[src/rtl/capture_seq_ctrl.sv]
// Capture/readout sequencer: fills the capture memory one word per cycle, then
// replays it as fixed-length packets separated by programmable idle gaps.
module capture_seq_ctrl #(
    parameter int ADDR_W = 15,
    parameter int DATA_W = 18,
    parameter int IDLE_W = 16
) (
    input  logic              pktctrl_clk,
    input  logic              pktctrl_rstn,
    input  logic              rf_capture_mode,
    input  logic              rf_capture_start,
    input  logic              rf_capture_again,
    input  logic [1:0]        rf_pkt_data_length,
    input  logic [IDLE_W-1:0] rf_pkt_idle_length,
    output logic              mem_wr_en,
    output logic [ADDR_W-1:0] mem_wr_addr,
    output logic              mem_rd_en,
    output logic [ADDR_W-1:0] mem_rd_addr,
    input  logic [DATA_W-1:0] mem_rd_data,
    output logic [DATA_W-1:0] ADC_DATA,
    output logic              ADC_DATA_VALID,
    output logic              capture_busy,
    output logic              capture_done
);

    typedef enum logic [2:0] {
        ST_IDLE,
        ST_WRITE,
        ST_READ,
        ST_GAP,
        ST_DONE
    } state_t;

    localparam logic [ADDR_W-1:0] ADDR_LAST = {ADDR_W{1'b1}};

    state_t              state_q;
    logic                start_q;
    logic                again_q;
    logic                wr_en_q;
    logic [ADDR_W-1:0]   wr_addr_q;
    logic                rd_en_q;
    logic [ADDR_W-1:0]   rd_addr_q;
    logic [10:0]         pkt_cnt_q;
    logic [10:0]         pkt_last_q;
    logic [IDLE_W-1:0]   idle_q;
    logic [IDLE_W-1:0]   gap_cnt_q;
    logic                busy_q;
    logic                done_q;
    logic                rd_vld_q;
    logic [DATA_W-1:0]   adc_data_q;
    logic                adc_vld_q;

    logic start_rise;
    logic again_rise;

    assign start_rise = rf_capture_start & ~start_q;
    assign again_rise = rf_capture_again & ~again_q;

    // Index of the last word in a packet for each length code.
    function automatic logic [10:0] pkt_last_of(input logic [1:0] sel);
        case (sel)
            2'b00:   return 11'd255;
            2'b01:   return 11'd511;
            2'b10:   return 11'd1023;
            default: return 11'd2047;
        endcase
    endfunction

    always_ff @(posedge pktctrl_clk or negedge pktctrl_rstn) begin
        if (!pktctrl_rstn) begin
            state_q    <= ST_IDLE;
            start_q    <= 1'b0;
            again_q    <= 1'b0;
            wr_en_q    <= 1'b0;
            wr_addr_q  <= '0;
            rd_en_q    <= 1'b0;
            rd_addr_q  <= '0;
            pkt_cnt_q  <= '0;
            pkt_last_q <= '0;
            idle_q     <= '0;
            gap_cnt_q  <= '0;
            busy_q     <= 1'b0;
            done_q     <= 1'b0;
            rd_vld_q   <= 1'b0;
            adc_data_q <= '0;
            adc_vld_q  <= 1'b0;
        end else begin
            start_q <= rf_capture_start;
            again_q <= rf_capture_again;

            case (state_q)
                ST_IDLE: begin
                    if (start_rise) begin
                        state_q   <= ST_WRITE;
                        wr_en_q   <= 1'b1;
                        wr_addr_q <= '0;
                        busy_q    <= 1'b1;
                    end
                end

                ST_WRITE: begin
                    if (!rf_capture_start) begin
                        state_q <= ST_IDLE;
                        wr_en_q <= 1'b0;
                        busy_q  <= 1'b0;
                    end else if (wr_addr_q == ADDR_LAST) begin
                        // Packet shape is frozen here for the whole readout.
                        state_q    <= ST_READ;
                        wr_en_q    <= 1'b0;
                        rd_en_q    <= 1'b1;
                        rd_addr_q  <= '0;
                        pkt_cnt_q  <= '0;
                        pkt_last_q <= pkt_last_of(rf_pkt_data_length);
                        idle_q     <= rf_pkt_idle_length;
                    end else begin
                        wr_addr_q <= wr_addr_q + ADDR_W'(1);
                    end
                end

                ST_READ: begin
                    if (!rf_capture_start) begin
                        state_q <= ST_IDLE;
                        rd_en_q <= 1'b0;
                        busy_q  <= 1'b0;
                    end else if (rd_addr_q == ADDR_LAST) begin
                        state_q <= ST_DONE;
                        rd_en_q <= 1'b0;
                        busy_q  <= 1'b0;
                        done_q  <= 1'b1;
                    end else begin
                        rd_addr_q <= rd_addr_q + ADDR_W'(1);
                        if (pkt_cnt_q == pkt_last_q) begin
                            pkt_cnt_q <= '0;
                            if (idle_q != '0) begin
                                state_q   <= ST_GAP;
                                rd_en_q   <= 1'b0;
                                gap_cnt_q <= idle_q - IDLE_W'(1);
                            end
                        end else begin
                            pkt_cnt_q <= pkt_cnt_q + 11'd1;
                        end
                    end
                end

                ST_GAP: begin
                    if (!rf_capture_start) begin
                        state_q <= ST_IDLE;
                        busy_q  <= 1'b0;
                    end else if (gap_cnt_q == '0) begin
                        state_q <= ST_READ;
                        rd_en_q <= 1'b1;
                    end else begin
                        gap_cnt_q <= gap_cnt_q - IDLE_W'(1);
                    end
                end

                ST_DONE: begin
                    // A new capture outranks a replay when both are requested.
                    if (rf_capture_mode || start_rise) begin
                        state_q   <= ST_WRITE;
                        wr_en_q   <= 1'b1;
                        wr_addr_q <= '0;
                        busy_q    <= 1'b1;
                        done_q    <= 1'b0;
                    end else if (again_rise) begin
                        state_q    <= ST_READ;
                        rd_en_q    <= 1'b1;
                        rd_addr_q  <= '0;
                        pkt_cnt_q  <= '0;
                        pkt_last_q <= pkt_last_of(rf_pkt_data_length);
                        idle_q     <= rf_pkt_idle_length;
                        busy_q     <= 1'b1;
                        done_q     <= 1'b0;
                    end
                end

                default: begin
                    state_q <= ST_IDLE;
                    wr_en_q <= 1'b0;
                    rd_en_q <= 1'b0;
                    busy_q  <= 1'b0;
                    done_q  <= 1'b0;
                end
            endcase

            // Read data arrives one cycle after the strobe; words in flight drain even after an abort.
            rd_vld_q   <= rd_en_q;
            adc_vld_q  <= rd_vld_q;
            adc_data_q <= rd_vld_q ? mem_rd_data : '0;
        end
    end

    assign mem_wr_en      = wr_en_q;
    assign mem_wr_addr    = wr_addr_q;
    assign mem_rd_en      = rd_en_q;
    assign mem_rd_addr    = rd_addr_q;
    assign ADC_DATA       = adc_data_q;
    assign ADC_DATA_VALID = adc_vld_q;
    assign capture_busy   = busy_q;
    assign capture_done   = done_q;

endmodule

[config.mk]
export PLATFORM = sky130hd
export DESIGN_NAME = capture_seq_ctrl
export DESIGN_NICKNAME = d
export VERILOG_FILES = /design/src/rtl/capture_seq_ctrl.sv
export SDC_FILE = /design/constraint.sdc
export NUM_CORES = 1
export LEC_CHECK = 0
export BUFFER_PORTS_ARGS = -buffer_cell sky130_fd_sc_hd__buf_2
export CAP_MARGIN = 20
export CORE_ASPECT_RATIO = 1.75
export CORE_MARGIN = 2
export CORE_UTILIZATION = 40
export CTS_BUF_LIST = sky130_fd_sc_hd__clkbuf_16
export CTS_CLUSTER_SIZE = 20
export DETAILED_ROUTE_END_ITERATION = 12
export HOLD_SLACK_MARGIN = 0.05
export PLACE_DENSITY_LB_ADDON = 0.3
export SLEW_MARGIN = 10
export SYNTH_ARGS = -nofsm -noshare
export SYNTH_HDL_FRONTEND = slang
export SYNTH_SLANG_ARGS = --single-unit
[constraint.sdc]
create_clock -name pktctrl_clk -period 3.61 [get_ports pktctrl_clk]
set_clock_uncertainty 0.2 [all_clocks]
set_input_delay 0.9025 -clock pktctrl_clk [delete_from_list [all_inputs] [get_ports pktctrl_clk]]
set_output_delay 0.9025 -clock pktctrl_clk [all_outputs]
set_load 0.02 [all_outputs]
; ---- Word-level counts from Yosys, hierarchy flattened
; Cells that the tools add are included.
[word_totals]
output_inout_bits = 53
ff_bits = 113
[classes]
addsub = 5
n_eq_ne = 31
reduce_logical = 21
bitwise_logic = 7
mux = 77
[op_table]
columns = cell, n
row1 = 16-bit two-way mux, 10
row2 = 15-bit two-way mux, 10
row3 = 11-bit two-way mux, 11
row4 = 15-bit case mux with 3 select lines, 2
row5 = 11-bit case mux with 3 select lines, 2
row6 = 16-bit case mux with 2 select lines, 2
row7 = 3-bit two-way mux, 11
row8 = 2-bit inequality test (second input constant), 16
row9 = 16-bit by 1-bit subtractor with 16-bit output (second input constant), 2
row10 = 15-bit by 1-bit adder with 15-bit output (second input constant), 2
row11 = 15-bit equality test (second input constant), 2
row12 = 1-bit two-way mux, 22
row13 = 11-bit case mux with 2 select lines, 1
row14 = 18-bit two-way mux, 1
row15 = 16-bit zero test, 1
row16 = 16-bit nonzero test, 1
row17 = 3-bit case mux with 5 select lines, 1
row18 = 7-bit AND reduction, 2
row19 = 3-bit inequality test (second input constant), 4
row20 = 4-bit AND reduction, 3
row21 = 11-bit by 1-bit adder with 11-bit output (second input constant), 1
row22 = 11-bit equality test, 1
row23 = 5-bit AND reduction, 2
row24 = 9-bit AND reduction, 1
row25 = 19 further kinds, 30

; ---- Depth between registers and ports, before layout
[logic_depth]
ltp_word = 6
ltp_mapped = 12

; ---- Worst setup path after synthesis
; Ideal clock, no wire load.
[synth_timing]
kind = reg-to-reg
from = register state_q[2]
to = register gap_cnt_q[14]
synth_period_minus_slack_ps = 3202
path_stages_with_launch = 13
t_required_ps = 3327
n_path_buf = 4
arrival_ps = 2920
slack_ps = 408
cell_sequence = dfrtp_1 clkbuf_1 and3b_1 clkbuf_1 clkbuf_1 clkbuf_1 mux2i_1 ha_1 inv_1 a2111oi_0 xor2_1 a21oi_1 o21ai_0
[synth_via]
elab_chain_len = 3
word_cells_on_any_way = 11
cone_classes = eq/ne (8) / mux (1) / reduce/logical (2)
[synth_rtl]
columns = element, line
row1 = start: declaration, 36  ; state_t state_q;
row2 = start signal: assignment, 71  ; state_q <= ST_IDLE;
row3 = start signal: assignment, 94  ; state_q <= ST_WRITE;
row4 = start signal: assignment, 103  ; state_q <= ST_IDLE;
row5 = 3-bit by 2-bit equality test with 1-bit output, 91  ; case (state_q)
row6 = 2-bit inequality test (no line) / 2-bit nonzero test (equally long branches), n/a
row7 = 7-bit AND reduction (no line), n/a
row8 = end signal: assignment, 137  ; gap_cnt_q <= idle_q - IDLE_W'(1);
row9 = end signal: assignment, 153  ; gap_cnt_q <= gap_cnt_q - IDLE_W'(1);
row10 = end: declaration, 46  ; logic [IDLE_W-1:0] gap_cnt_q;
; Parallel ways exist; a longest one is shown, timed or not.
; A chain may end at the register's enable or synchronous reset.

; ---- Worst setup path in the final report
[layout_timing]
from = register state_q[1]
to = register gap_cnt_q[10]
; The elaborated chain is that of the path after synthesis.

==> results.md <==
- Outcome: finished, final reports clean
- Wire per inst: 16.5 µm
- Mean Syn Cell Area: 9.42 µm²
- Layout cells sized above 1: 0.205
- Largest net degree at the start of global routing: a little over 60
- # IOs: between 90 and 100
- Slew margin rel.: 0.383
- FMAX: roughly 320 MHz
- Most used routing layer: met2
- Post-CTS Setup Bufs: 0
- Post-Syn Instances: 604
- GR Util met3: 0.0292
- Worst Path Required: 3.63 ns
- ANT nets after route: 0
- CTS tree: built
- Dpl ws: 0.344 ns
- Post-Synth XOR/XNOR Area: 0.0216
- Clock sink count: ~110
- Vias in the first global route: 4996
- Critical-path maximum fanout: 15
- Die span in y: 162 µm
- Met2 Use GR: 0.360
- PortBufs: 93
- Routability cong.: 0.892
- Ratio of total power to cell area: 609 nW/µm²
- Hpwl dp: 10.5 mm
- Area leader, netlist: dfrtp_1
- Net Count, Synth: 649
- Most instantiated cells after synthesis: dfrtp_1, nand2_1, nor2_1, o21ai_0, nand3_1
- Row cnt: 57
- N_diodes: 0
- Worst skew pair latency: approximately 0.34 ns
- Post-route minimum period: 3.13 ns
- Remaining global-route overflow: 0
- Max-cap viol count: 0
- Setup crit end kind: register
- Worst-Margin Slew: 0.926 ns
- DRC: 0
- Number of fill cells: 1338
- Final Slew Violations: 0
- Final setup fails: 0
- Top cell type's share of synthesized area: 0.466
- Sequential fraction of the synthesis area: 0.466
- Post-Synth Adder-Cell Area: 0.00880
- WP data arrival: 3.15 ns
- Asr flop ratio synth: 1.00
- GR Util All Layers: 0.195
- PostCTS Resize Cnt: 0
- Final Hold Vio Count: 0
- Critical path's slowest cell: dfrtp_1
- Final hold slack: between 0.2 and 0.25 ns
- Largest family of logic cells by synthesized area: simple AND/OR/NAND/NOR gates
- Setup ws final: 0.480 ns
- Overall power: 4050 µW
- DRT iter0 DRCs: 310
- DIE WIDTH: 94.2 µm
- Cts hold-fix bufs: 0
- Fin crit share: 0.867
- Syn Std Cell Area: between 5000 and 6000 µm²
- Initial antenna violation count: 0
- Mux contribution to synthesized area: 0.0743
- Synth Area in Simple Gates: 0.218
- Area contributors post-synth: dfrtp_1, nand2_1, mux2i_1
- Yosys warns: 0
- Worst vdd rail ir drop: 294 µV
- Initial Utilization: 0.409
- GR Layer Usage met1: 0.213
- Number of synthesized flops with an enable pin: 0
- Layout net count: 733
- Crit path cell chain: and3b_1 -> mux2i_1 -> ha_1 -> inv_1 -> a21oi_1 -> o21ai_0 -> mux2i_1 -> o21ai_0
- Class of the worst hold path: register to register
- Count leader, synth: dfrtp_1
- Clock transition at path regs: 0.07 ns
- Ys flop type: dfrtp_1
- FF+latch count, synth: 106
- Area grow syn2layout: 17.1%
- Setup TNS: 0 ns
- First-pass GRT wire length: 24.0 mm
- Die area: 15200 µm²
- Root Buffer: clkbuf_16
- Post-synthesis compound-gate area fraction: 0.178
- Vias per cell: roughly 5.8
- Drt first pass iters: 5
- Via count: 5051
- Detailed Route WL: ~14 mm
- Clk buf depth: 2
- Crit Path Class: register to register
- H-tree depth: 3
- CTS buffer count: 9
- Max stage delay on crit path: 0.64 ns
- CP startpoint kind: register
- Netlist cell types: 59
- Core area: between 10000 and 15000 µm²
- RSZ-0062 raised after global routing: false
- LEAKAGE: 0.00299 µW
[power by group]
part / switching [µW] / internal (µW) / total (µW)
sequential: 264 / 1410 / 1680
clock: 422 / 596 / 1020
combinational: 849 / 511 / 1360
total: 1540 / 2520 / 4050
[cell usage in the layout, fill, tap and decap left out, types with 4 or more instances in the layout]
cell,netlist,routed
mux2i_1,22,22
mux2_2,18,18
buf_2,5,92
nor3_1,22,22
a41oi_1,5,5
o221ai_1,6,6
nand3_1,27,27
ha_1,4,4
nand2_1,68,68
nand2b_1,20,20
buf_4,0,11
inv_1,16,19
and2_1,20,20
o311ai_0,4,4
a31oi_1,11,11
xnor2_1,11,11
o21ai_0,38,38
or3_1,7,7
a21oi_1,23,23
clkbuf_16,0,9
nor4_1,5,5
and3_1,8,8
a2111oi_0,12,12
a211oi_1,12,12
nor2_1,41,41
o31ai_1,4,4
o2111ai_1,6,5
dfrtp_1,106,106
nand4_1,10,10
[flip-flops by register name, indices dropped and copies added (netlist names), 3 cells and up]
register,cells
mem_wr_addr,15
state_q,3
mem_rd_addr,15
idle_q,16
gap_cnt_q,16
pkt_cnt_q,11
ADC_DATA,18
pkt_last_q,4
[worst max-delay path: cells and delay by family, from the launching register on]
kind | cells | cell delay (ns)
buf+inv | 1 | 0.13
fa+ha+maj | 1 | 0.29
simple gates | 1 | 0.44
mux | 2 | 0.47
flops | 1 | 0.64
compound gates | 3 | 0.82
[cell type report]
type | instances | area (µm²) | area share
clock inverters | 6 | 76.3 | 0.0115
multi-input cells | 451 | 2860 | 0.430
inverters | 16 | 60.1 | 0.00901
clock buffers | 9 | 225 | 0.0338
repair buffers | 104 | 563 | 0.0845
flip-flops and latches | 106 | 2650 | 0.398
well taps | 177 | 221 | 0.0332
[per-stage QoR]
step	instance area, µm²	std cells	util
2_1_floorplan	5690	604	-
6_report	6660	869	0.479
4_1_cts	6660	869	0.479
5_1_grt	6660	869	0.479
3_5_place_dp	6360	854	0.457
3_3_place_gp	6360	854	0.457
[path summary, 6_finish.rpt]
check	cells past startpoint	to	startpoint	slack, ns
max	8	gap_cnt_q[10]$_DFFE_PN0P_	state_q[1]$_DFFE_PN0P_	0.48
min in group asynchronous	1	idle_q[10]$_DFFE_PN0P_	pktctrl_rstn	0.37
min reg2reg	0	rd_vld_q$_DFF_PN0_	mem_rd_en$_DFFE_PN0P_	0.22
max in group asynchronous	2	mem_rd_addr[0]$_DFFE_PN0P_	pktctrl_rstn	2.10
min	0	rd_vld_q$_DFF_PN0_	mem_rd_en$_DFFE_PN0P_	0.22
max reg2reg	8	gap_cnt_q[10]$_DFFE_PN0P_	state_q[1]$_DFFE_PN0P_	0.48
[cell families (layout without fill, tap and decap cells)]
| group | count (synthesis) | in the layout |
|---|---|---|
| and+or+nand+nor | 245 | 245 |
| AOI/OAI and AO/OA | 148 | 148 |
| DFF | 106 | 106 |
| buffers and inverters | 47 | 135 |
| muxes | 40 | 40 |
| xor gates and xnor gates | 14 | 14 |
| adders and majority gates | 4 | 4 |
[layer usage]
layer | vias up | wire, µm
li1 | 2392 | -
met1 | 2469 | 5350
met2 | 157 | 7960
met3 | 33 | 563
met4 | 0 | 443
met5 | - | 0
(Power assumes the default switching activity.)
